===== src/rtl/imem_loader_pkg.sv =====
// rtl/imem_loader_pkg.sv - loader/receiver state encodings and protocol constants
package imem_loader_pkg;

    typedef enum logic [2:0] {
        LD_HDR0,
        LD_HDR1,
        LD_DATA,
        LD_CSUM,
        LD_DONE,
        LD_ERR
    } ld_state_t;

    typedef enum logic [1:0] {
        RX_IDLE,
        RX_START,
        RX_DATA,
        RX_STOP
    } rx_state_t;

    localparam int BYTES_PER_WORD = 4;

    // Drops byte b into lane k of a little-endian word.
    function automatic logic [31:0] place_byte(input logic [31:0] word,
                                               input logic [1:0]  k,
                                               input logic [7:0]  b);
        logic [31:0] w;
        w = word;
        w[{k, 3'b000} +: 8] = b;
        return w;
    endfunction

endpackage


===== src/rtl/imem_loader_uart_rx.sv =====
// rtl/imem_loader_uart_rx.sv - 8N1 UART receiver with start-bit glitch rejection
module uart_rx
    import imem_loader_pkg::*;
#(
    parameter int CLKS_PER_BIT = 868
) (
    input  logic       clk,
    input  logic       rst,
    input  logic       rxd,
    output logic       byte_valid,
    output logic [7:0] data,
    output logic       frame_err
);

    localparam int CW = $clog2(CLKS_PER_BIT);
    localparam logic [CW-1:0] HALF = CW'(CLKS_PER_BIT / 2 - 1);
    localparam logic [CW-1:0] FULL = CW'(CLKS_PER_BIT - 1);

    rx_state_t     state;
    rx_state_t     state_next;
    logic          rx_meta;
    logic          rx_sync;
    logic          rx_prev;
    logic [CW-1:0] cnt;
    logic [2:0]    bit_idx;
    logic [7:0]    shreg;

    always_ff @(posedge clk) begin
        if (rst) begin
            state <= RX_IDLE;
        end else begin
            state <= state_next;
        end
    end

    always_comb begin
        state_next = state;
        case (state)
            RX_IDLE: begin
                if (rx_prev && !rx_sync) begin
                    state_next = RX_START;
                end
            end
            RX_START: begin
                // Line back high at mid start bit: treat as a glitch.
                if (cnt == HALF) begin
                    state_next = rx_sync ? RX_IDLE : RX_DATA;
                end
            end
            RX_DATA: begin
                if (cnt == FULL && bit_idx == 3'd7) begin
                    state_next = RX_STOP;
                end
            end
            RX_STOP: begin
                if (cnt == FULL) begin
                    state_next = RX_IDLE;
                end
            end
            default: state_next = RX_IDLE;
        endcase
    end

    always_ff @(posedge clk) begin
        if (rst) begin
            rx_meta    <= 1'b1;
            rx_sync    <= 1'b1;
            rx_prev    <= 1'b1;
            cnt        <= '0;
            bit_idx    <= '0;
            shreg      <= '0;
            data       <= '0;
            byte_valid <= 1'b0;
            frame_err  <= 1'b0;
        end else begin
            rx_meta    <= rxd;
            rx_sync    <= rx_meta;
            rx_prev    <= rx_sync;
            byte_valid <= 1'b0;
            frame_err  <= 1'b0;
            case (state)
                RX_IDLE: begin
                    cnt     <= '0;
                    bit_idx <= '0;
                end
                RX_START: begin
                    cnt <= (cnt == HALF) ? '0 : cnt + 1'b1;
                end
                RX_DATA: begin
                    if (cnt == FULL) begin
                        cnt     <= '0;
                        shreg   <= {rx_sync, shreg[7:1]};
                        bit_idx <= bit_idx + 1'b1;
                    end else begin
                        cnt <= cnt + 1'b1;
                    end
                end
                RX_STOP: begin
                    if (cnt == FULL) begin
                        cnt <= '0;
                        if (rx_sync) begin
                            byte_valid <= 1'b1;
                            data       <= shreg;
                        end else begin
                            frame_err <= 1'b1;
                        end
                    end else begin
                        cnt <= cnt + 1'b1;
                    end
                end
                default: cnt <= '0;
            endcase
        end
    end

endmodule


===== src/rtl/imem_loader.sv =====
// rtl/imem_loader.sv - UART boot loader writing a checksummed image into instruction memory
module imem_loader
    import imem_loader_pkg::*;
#(
    parameter int CLKS_PER_BIT = 868,
    parameter int ADDR_WIDTH   = 12
) (
    input  logic                  clk,
    input  logic                  rst,
    input  logic                  rxd,
    output logic [ADDR_WIDTH-1:0] mem_addr,
    output logic [31:0]           mem_din,
    output logic                  mem_we,
    output logic                  cpu_rst,
    output logic                  done,
    output logic                  err
);

    localparam int IW = ADDR_WIDTH + 1;
    localparam logic [31:0] MAX_WORDS = 32'd1 << ADDR_WIDTH;

    logic       rx_valid;
    logic [7:0] rx_data;
    logic       rx_ferr;

    uart_rx #(
        .CLKS_PER_BIT(CLKS_PER_BIT)
    ) u_rx (
        .clk       (clk),
        .rst       (rst),
        .rxd       (rxd),
        .byte_valid(rx_valid),
        .data      (rx_data),
        .frame_err (rx_ferr)
    );

    ld_state_t   state;
    ld_state_t   state_next;
    logic [15:0] n;
    logic [IW-1:0] word_idx;
    logic [1:0]  byte_idx;
    logic [31:0] word_buf;
    logic [7:0]  csum;
    logic [31:0] hdr_n;
    logic        word_end;
    logic        last_word;

    assign hdr_n     = {16'd0, rx_data, n[7:0]};
    assign word_end  = (byte_idx == 2'(BYTES_PER_WORD - 1));
    assign last_word = ((32'(word_idx) + 32'd1) == {16'd0, n});

    always_ff @(posedge clk) begin
        if (rst) begin
            state <= LD_HDR0;
        end else begin
            state <= state_next;
        end
    end

    always_comb begin
        state_next = state;
        case (state)
            LD_HDR0: begin
                if (rx_ferr)       state_next = LD_ERR;
                else if (rx_valid) state_next = LD_HDR1;
            end
            LD_HDR1: begin
                if (rx_ferr) begin
                    state_next = LD_ERR;
                end else if (rx_valid) begin
                    if (hdr_n > MAX_WORDS)  state_next = LD_ERR;
                    else if (hdr_n == 32'd0) state_next = LD_CSUM;
                    else                     state_next = LD_DATA;
                end
            end
            LD_DATA: begin
                if (rx_ferr)                            state_next = LD_ERR;
                else if (rx_valid && word_end && last_word) state_next = LD_CSUM;
            end
            LD_CSUM: begin
                if (rx_ferr)       state_next = LD_ERR;
                else if (rx_valid) state_next = (rx_data == csum) ? LD_DONE : LD_ERR;
            end
            LD_DONE: state_next = LD_DONE;
            LD_ERR:  state_next = LD_ERR;
            default: state_next = LD_ERR;
        endcase
    end

    always_ff @(posedge clk) begin
        if (rst) begin
            n        <= '0;
            word_idx <= '0;
            byte_idx <= '0;
            word_buf <= '0;
            csum     <= '0;
            mem_addr <= '0;
            mem_din  <= '0;
            mem_we   <= 1'b0;
        end else begin
            mem_we <= 1'b0;
            case (state)
                LD_HDR0: if (rx_valid) n[7:0]  <= rx_data;
                LD_HDR1: if (rx_valid) n[15:8] <= rx_data;
                LD_DATA: begin
                    if (rx_valid) begin
                        csum     <= csum ^ rx_data;
                        word_buf <= place_byte(word_buf, byte_idx, rx_data);
                        byte_idx <= byte_idx + 1'b1;
                        if (word_end) begin
                            mem_we   <= 1'b1;
                            mem_addr <= word_idx[ADDR_WIDTH-1:0];
                            mem_din  <= place_byte(word_buf, byte_idx, rx_data);
                            word_idx <= word_idx + 1'b1;
                        end
                    end
                end
                default: ;
            endcase
        end
    end

    assign done    = (state == LD_DONE);
    assign err     = (state == LD_ERR);
    assign cpu_rst = (state != LD_DONE);

endmodule


===== config.mk =====
export PLATFORM = sky130hd
export DESIGN_NAME = imem_loader
export DESIGN_NICKNAME = d
export VERILOG_FILES = /design/src/rtl/imem_loader_pkg.sv /design/src/rtl/imem_loader_uart_rx.sv /design/src/rtl/imem_loader.sv
export SDC_FILE = /design/constraint.sdc
export NUM_CORES = 1
export LEC_CHECK = 0
export BUFFER_PORTS_ARGS = -buffer_cell sky130_fd_sc_hd__buf_2
export CORE_ASPECT_RATIO = 0.8
export CORE_UTILIZATION = 50
export CTS_CLUSTER_DIAMETER = 40
export DETAILED_ROUTE_END_ITERATION = 12
export PLACE_DENSITY = 0.64
export SLEW_MARGIN = 20
export SYNTH_ARGS = -nofsm -noshare
export SYNTH_HDL_FRONTEND = slang
export SYNTH_SLANG_ARGS = --single-unit

===== constraint.sdc =====
create_clock -name clk -period 7.4 [get_ports clk]
set_input_delay 1.11 -clock clk [delete_from_list [all_inputs] [get_ports clk]]
set_output_delay 1.11 -clock clk [all_outputs]
set_load 0.01 [all_outputs]

==> results of run 1 <==
cells in the final DEF, fill, tap and decap left out, drive strengths merged, types with 2 or more instances in the layout:
| master | instances |
|---|---|
| ha | 11 |
| a221oi | 32 |
| xnor2 | 26 |
| buf | 54 |
| or3 | 8 |
| clkbuf | 22 |
| a211oi | 4 |
| nand3 | 15 |
| a22oi | 34 |
| o21ai | 8 |
| a21oi | 48 |
| o32ai | 3 |
| o31ai | 2 |
| or4 | 3 |
| nor2b | 3 |
| clkinv | 8 |
| nor3 | 48 |
| nor4 | 8 |
| nor4b | 3 |
| xor2 | 22 |
| nor2 | 125 |
| nor3b | 3 |
| nand4 | 7 |
| and2 | 7 |
| inv | 13 |
| nand2 | 102 |
| or2 | 4 |
| dfxtp | 155 |
| bufinv | 2 |
| mux2i | 12 |
| nand2b | 3 |
worst register-to-register path, stage by stage (launching register included):
cell and delay (ns):
dfxtp_1 0.51, nand4_1 0.50, or3_1 0.52, a2111oi_0 0.44
nand4_1 0.14, o31a_1 0.33, mux2_4 0.30
layout make-up:
cell class	count	area, um2	share of cell area (%)
Inverter	14	52.6	0.702
Clock buffer	22	484	6.47
Multi-Input combinational cell	556	3230	43.2
Clock inverter	10	114	1.52
Timing Repair Buffer	54	283	3.78
Sequential cell	155	3100	41.4
Tap cell	175	219	2.92
kinds of logic after synthesis:
group	Yosys count	synth area share (%)
muxes	13	2.05
buffers and inverters	70	4.23
xor gates and xnor gates	48	6.37
AOI/OAI and AO/OA	140	14.7
DFF	155	47.0
adders and majority gates	11	2.08
and+or+nand+nor	344	23.6
through the flow:
stage               worst slack (ns)  hold slack (ns)  util [%]
finish                          4.55            0.410      58.2
global placement                4.47            0.412      53.5
CTS                             4.57            0.413      58.2
floorplan                       4.96            0.389         -
detailed placement              4.42            0.396      53.5
global route                    4.33            0.425      58.2
layer usage:
metal	part of all wire [%]	wire, um
met3	4.6	676
met2	45	6670
met5	0	0
met1	49	7230
met4	1.3	187
synth_stat cells, drive strengths merged, types with 11 or more instances:
cell / count / area share (%)
nor3: 48 / 3.6
nand2: 102 / 5.8
xor2: 22 / 2.9
mux2i: 12 / 1.8
a221oi: 32 / 4.2
xnor2: 26 / 3.4
a22oi: 34 / 3.9
a21oi: 48 / 3.6
clkbuf: 48 / 2.8
ha: 11 / 2.1
nor2: 125 / 7.1
dfxtp: 155 / 47
inv: 12 / 0.68
nand3: 15 / 1.2
registers in the layout, summed over array words and instances, names as in the netlist, named ones only:
signal / cells
byte_idx: 2
csum: 8
mem_addr: 12
mem_din: 32
mem_we: 1
n: 16
state: 3
u_rx.bit_idx: 3
u_rx.byte_valid: 1
u_rx.cnt: 10
u_rx.data: 8
u_rx.frame_err: 1
u_rx.rx_meta: 1
u_rx.rx_prev: 1
u_rx.rx_sync: 1
u_rx.shreg: 8
u_rx.state: 1
word_buf: 32
word_idx: 13
final timing paths:
| kind | from | end | slack [ns] | cells after the start |
|---|---|---|---|---|
| hold reg to reg | u_rx.rx_meta | u_rx.rx_sync | 0.41 | 1 |
| setup reg to reg | word_idx[3] | state[0] | 4.55 | 6 |
| setup / recovery | word_idx[3] | state[0] | 4.55 | 6 |
| hold / removal | u_rx.rx_meta | u_rx.rx_sync | 0.41 | 1 |
where the power goes:
| group | internal (uW) | total, uW | switching, uW |
|---|---|---|---|
| sequential | 836 | 837 | 1.19 |
| combinational | 2.75 | 16.7 | 13.9 |
| clock | 532 | 870 | 338 |
==> impl_results.md, run 1 <==
- PostCTS Resize Cnt: 0
- Layout cells sized above 1: 12.1%
- Worst rel slew slack: 33.4%
- Setup violations, final: 0
- Maximum clock frequency: 350 MHz
- Yosys cell types: 54
- Pwr per Cell Area: 230 mW/mm2
- Number of remaining DRC errors: 0
- Pleak: 0.00272 uW
- Boundary Pins: 51
- Design Power: 1720 uW
- WP buf/inv: 0
- Slew at the pin closest to its max-slew limit: 0.991 ns
- Vias: 5532
- Row Count: 37
- Detailed Route WL: 14800 um
- Pin count of the biggest net entering global routing: 82
- Worst path cell trace: nand4_1 -> or3_1 -> a2111oi_0 -> nand4_1 -> o31a_1 -> mux2_4
- Crit end category: flop
- Gr busiest metal: met2
- CTS tree: done
- Max-slew violation count: 0
- TritonCTS Sinks: 155
- Total track usage: 22.9%
- First-pass GRT wire length: 24600 um
- Critical path startpoint category: flop
- Met1 usage: 31.3%
- Min Clock Period, post-route: 2.85 ns
- Postcts setup bufs: 0
- Met2 Use GR: 35.0%
- TNS Setup: 0 ns
- Cell area after synthesis: 0.00660 mm2
- Die area: 0.0137 mm2
- Post-DP HPWL: 9570 um
- Root Driver: clkbuf_16
- CP max-delay cell: or3_1
- CP peak stage delay: 0.52 ns
- Clk_lat worst skew: 0.43 ns
- Worst min-delay path class: reg2reg
- Ys flop type: dfxtp_1
- Final net count: 812
- Detailed Route Iter0 Violations: 406
- Starting Density: 51.3%
- Design area: 0.00749 mm2
- EDFF count, synth: 0
- # fillers: 1209
- RSZ-0062 raised after global routing: false
- Layout Cells excl Fill: 986
- Htree depth: 4
- Synthesized area per cell: 8.46 um2
- CP required: 7.71 ns
- Drt via density: 5.61
- Post-Syn Nets: 795
- Max-cap violations: 0
- # hold bufs at CTS: 0
- Initial antenna violation count: 0
- Port Buffers: 50
- Crit path kind: reg2reg
- CP arrival: 3.16 ns
- Final Hold Viols: 0
- Register area share after synthesis: 47.0%
- Yosys reg bits: 155
- Status: complete, no violations
- CP Max Fanout: 13
- Crit-path most repeated cell: nand4_1
- Mapped Cells: 781
- Die H: 105 um
- Clk buf depth: 2
- Total clock buffers created by CTS: 17
- Maximum vdd drop: 0.000195 V
- WL per Instance: 15.0 um
- Area growth, synth to finish: 13.4%
- GR Overflow Total: 0
- Synth warn: 0
- Final Cycle Share: 38.6%
- Post-DP Area: 0.00689 mm2
- DRT antenna net count: 0
- Die X: 130 um
- Skew final: 0.00968 ns
- Iteration count of the initial detailed-routing pass: 5
- Placed Cells incl. Taps: 954
- Met3 usage: 5.27%
- Ant. Diodes: 0
- GPL Wtd Cong: 0.819
- Number of global-route vias before repair: 5099
- CORE AREA: 0.0129 mm2
- Worst-path clk slew: 0.06 ns
- Async S/R FF share, synth: 0%
- Crit path max-delay family: simple AND/OR/NAND/NOR gates
Note: power is estimated with default switching activity, not from simulation.
==> run 2: changes to the inputs <==
--- a/config.mk
+++ b/config.mk
@@ -10,7 +10,7 @@
 export CORE_UTILIZATION = 50
 export CTS_CLUSTER_DIAMETER = 40
 export DETAILED_ROUTE_END_ITERATION = 12
-export PLACE_DENSITY = 0.64
+export PLACE_DENSITY = 0.67
 export SLEW_MARGIN = 20
 export SYNTH_ARGS = -nofsm -noshare
 export SYNTH_HDL_FRONTEND = slang
==> constraint.sdc (replaced) <==
create_clock -name clk -period 2.42 [get_ports clk]
set_input_delay 0.363 -clock clk [delete_from_list [all_inputs] [get_ports clk]]
set_output_delay 0.363 -clock clk [all_outputs]
set_load 0.01 [all_outputs]
==> impl_results.md, run 2 (same netlist as run 1, synthesis figures left out) <==
- # hold bufs at CTS: 0 (unchanged)
- Iteration count of the initial detailed-routing pass: 5 (unchanged)
- Number of global-route vias before repair: 5264 (was 5099)
- Final net count: 841 (was 812)
- Commonest non-fill, non-tap cell in the layout: dfxtp_1 (unchanged)
- Status: complete, no violations (unchanged)
- # fillers: 1188 (was 1209)
- Regs by FF count: mem_din (32), word_buf (32), n (16) (unchanged)
- Max-slew violation count: 0 (unchanged)
- Row Count: 37 (unchanged)
- Post-DP HPWL: 10200 um (was 9570 um)
- Final Cycle Share: 94.8% (was 38.6%)
- Area of the multi-input gates: 0.00326 mm2 (was 0.00323 mm2)
- Port Buffers: 50 (unchanged)
- Pwr per Cell Area: 696 mW/mm2 (was 230 mW/mm2)
- Skew final: 0.00717 ns (was 0.00968 ns)
- Detailed Route WL: 15200 um (was 14800 um)
- Design Power: 5410 uW (was 1720 uW)
- R2r setup slk: 0.13 ns (was 4.55 ns)
- Die area: 0.0137 mm2 (unchanged)
- Crit end category: flop (unchanged)
- Setup violations, final: 0 (unchanged)
- Critical path startpoint category: flop (unchanged)
- Worst min-delay path class: in2reg (was reg2reg)
- Crit path kind: reg2reg (unchanged)
- Clk_lat worst skew: 0.42 ns (was 0.43 ns)
- DRT antenna net count: 0 (unchanged)
- Total clock buffers created by CTS: 17 (unchanged)
- Detailed Route Iter0 Violations: 425 (was 406)
- Drt via density: 5.61 (about the same)
- Slew at the pin closest to its max-slew limit: 0.893 ns (was 0.991 ns)
- Layout cells sized above 1: 15.7% (was 12.1%)
- Maximum vdd drop: 0.000568 V (was 0.000195 V)
- Htree depth: 4 (unchanged)
- Reg area: 0.00311 mm2 (was 0.00310 mm2)
- Min Clock Period, post-route: 2.29 ns (was 2.85 ns)
- First-pass GRT wire length: 25700 um (was 24600 um)
- GPL Wtd Cong: 0.866 (was 0.819)
- Ant. Diodes: 0 (unchanged)
- RSZ-0062 raised after global routing: false (unchanged)
- Initial antenna violation count: 0 (unchanged)
- Total track usage: 24.0% (was 22.9%)
- Area growth, synth to finish: 17.7% (was 13.4%)
- Hold Path Cell Cnt: 2 (was 1)
- CORE AREA: 0.0129 mm2 (unchanged)
- WL per Instance: 14.9 um (was 15.0 um)
- Boundary Pins: 51 (unchanged)
- CP Max Fanout: 5 (was 13)
- Reg2reg end: state[0] (unchanged)
- R2r worst-path depth: 6 (unchanged)
- Worst rel slew slack: 40.0% (was 33.4%)
- Most frequent cells in the layout: dfxtp_1 (152), nor2_1 (125), nand2_1 (101) (was dfxtp_1 (155), nor2_1 (125), nand2_1 (101))
- TritonCTS Sinks: 155 (unchanged)
- Maximum clock frequency: 436 MHz (was 350 MHz)
- Worst hold endpoint: u_rx.rx_meta (was u_rx.rx_sync)
- Clk buf depth: 2 (unchanged)
- Number of remaining DRC errors: 0 (unchanged)
- Postcts setup bufs: 0 (unchanged)
- Reg2reg start: word_idx[1] (was word_idx[3])
- Final Hold Viols: 0 (unchanged)
- Pin count of the biggest net entering global routing: 75 (was 82)
- Final core utilization: 60.4% (was 58.2%)
- Pleak: 0.00287 uW (was 0.00272 uW)
- Starting Density: 51.3% (unchanged)
- CP arrival: 2.60 ns (was 3.16 ns)
- Hold_sp: rxd (was u_rx.rx_meta)
- GR Overflow Total: 0 (unchanged)
- Vias: 5690 (was 5532)
- Die X: 130 um (unchanged)
- Worst-path clk slew: 0.06 ns (about the same)
- CP required: 2.72 ns (was 7.71 ns)
- Die H: 105 um (unchanged)
- CTS tree: done (unchanged)
- Root Driver: clkbuf_16 (unchanged)
- Max-cap violations: 0 (unchanged)
==> run 2: where the power goes <==
| part | total, uW | switching [uW] | internal [uW] |
|---|---|---|---|
| sequential | 2560 | 4.06 | 2560 |
| combinational | 56.0 | 44.2 | 11.9 |
| clock | 2800 | 1020 | 1780 |
==> run 2: layout make-up <==
| class | instances | share of cell area [%] |
|---|---|---|
| multi-input combinational | 556 | 41.9 |
| inverter | 14 | 0.676 |
| sequential | 155 | 40.0 |
| clock inverter | 11 | 2.12 |
| timing repair buffer | 83 | 6.60 |
| tap | 175 | 2.82 |
| clock buffer | 21 | 5.92 |
==> run 2: how the worst max path moves through the flow <==
| stage | startpoint | endpoint | slack, ns | depth (start not counted) |
|---|---|---|---|---|
| detailed placement | word_idx[1] | state[0] | -0.07 | 8 |
| finish | word_idx[1] | state[0] | 0.13 | 6 |
| global route | word_idx[1] | state[0] | 0.02 | 8 |
| global placement | word_idx[1] | state[0] | 0.07 | 8 |
| CTS | word_idx[1] | state[0] | 0.01 | 8 |
| floorplan | byte_idx[0] | word_buf[29] | 0.03 | 7 |
==> run 2: what timing repair did <==
| action | 4_1_cts | 5_1_grt |
|---|---|---|
| resized for setup | 2 | 4 |
| pin swaps | 0 | 0 |
| setup endpoints to repair | 1 | 2 |
==> run 2: layer usage <==
layer,vias up,part of all wire (%),global-route usage [%]
met3,14,5.5,5.17
met4,0,1.3,8.62
li1,2809,-,-
met1,2689,48,33.4
met2,178,45,36.2
met5,-,0,0
==> run 2: through the flow <==
stage	cells	setup slack [ns]	cell area, um2	hold WS (ns)	setup TNS [ns]
after floorplan	781	0.0307	6610	0.389	0
after global placement	983	0.0687	7120	0.409	0
after detailed placement	983	-0.0686	7120	0.403	-0.0686
after CTS	1015	0.0112	7750	0.124	0
after global routing	1015	0.0157	7770	0.122	0
final	1015	0.126	7770	0.131	0
==> run 2: critical path, cell delays in order (launching register included) <==
cell and delay, ns:
dfxtp_2 0.38, nand4_1 0.18, or4_2 0.69, a31oi_1 0.18
nand4_1 0.11, o31a_1 0.34, mux2_4 0.30
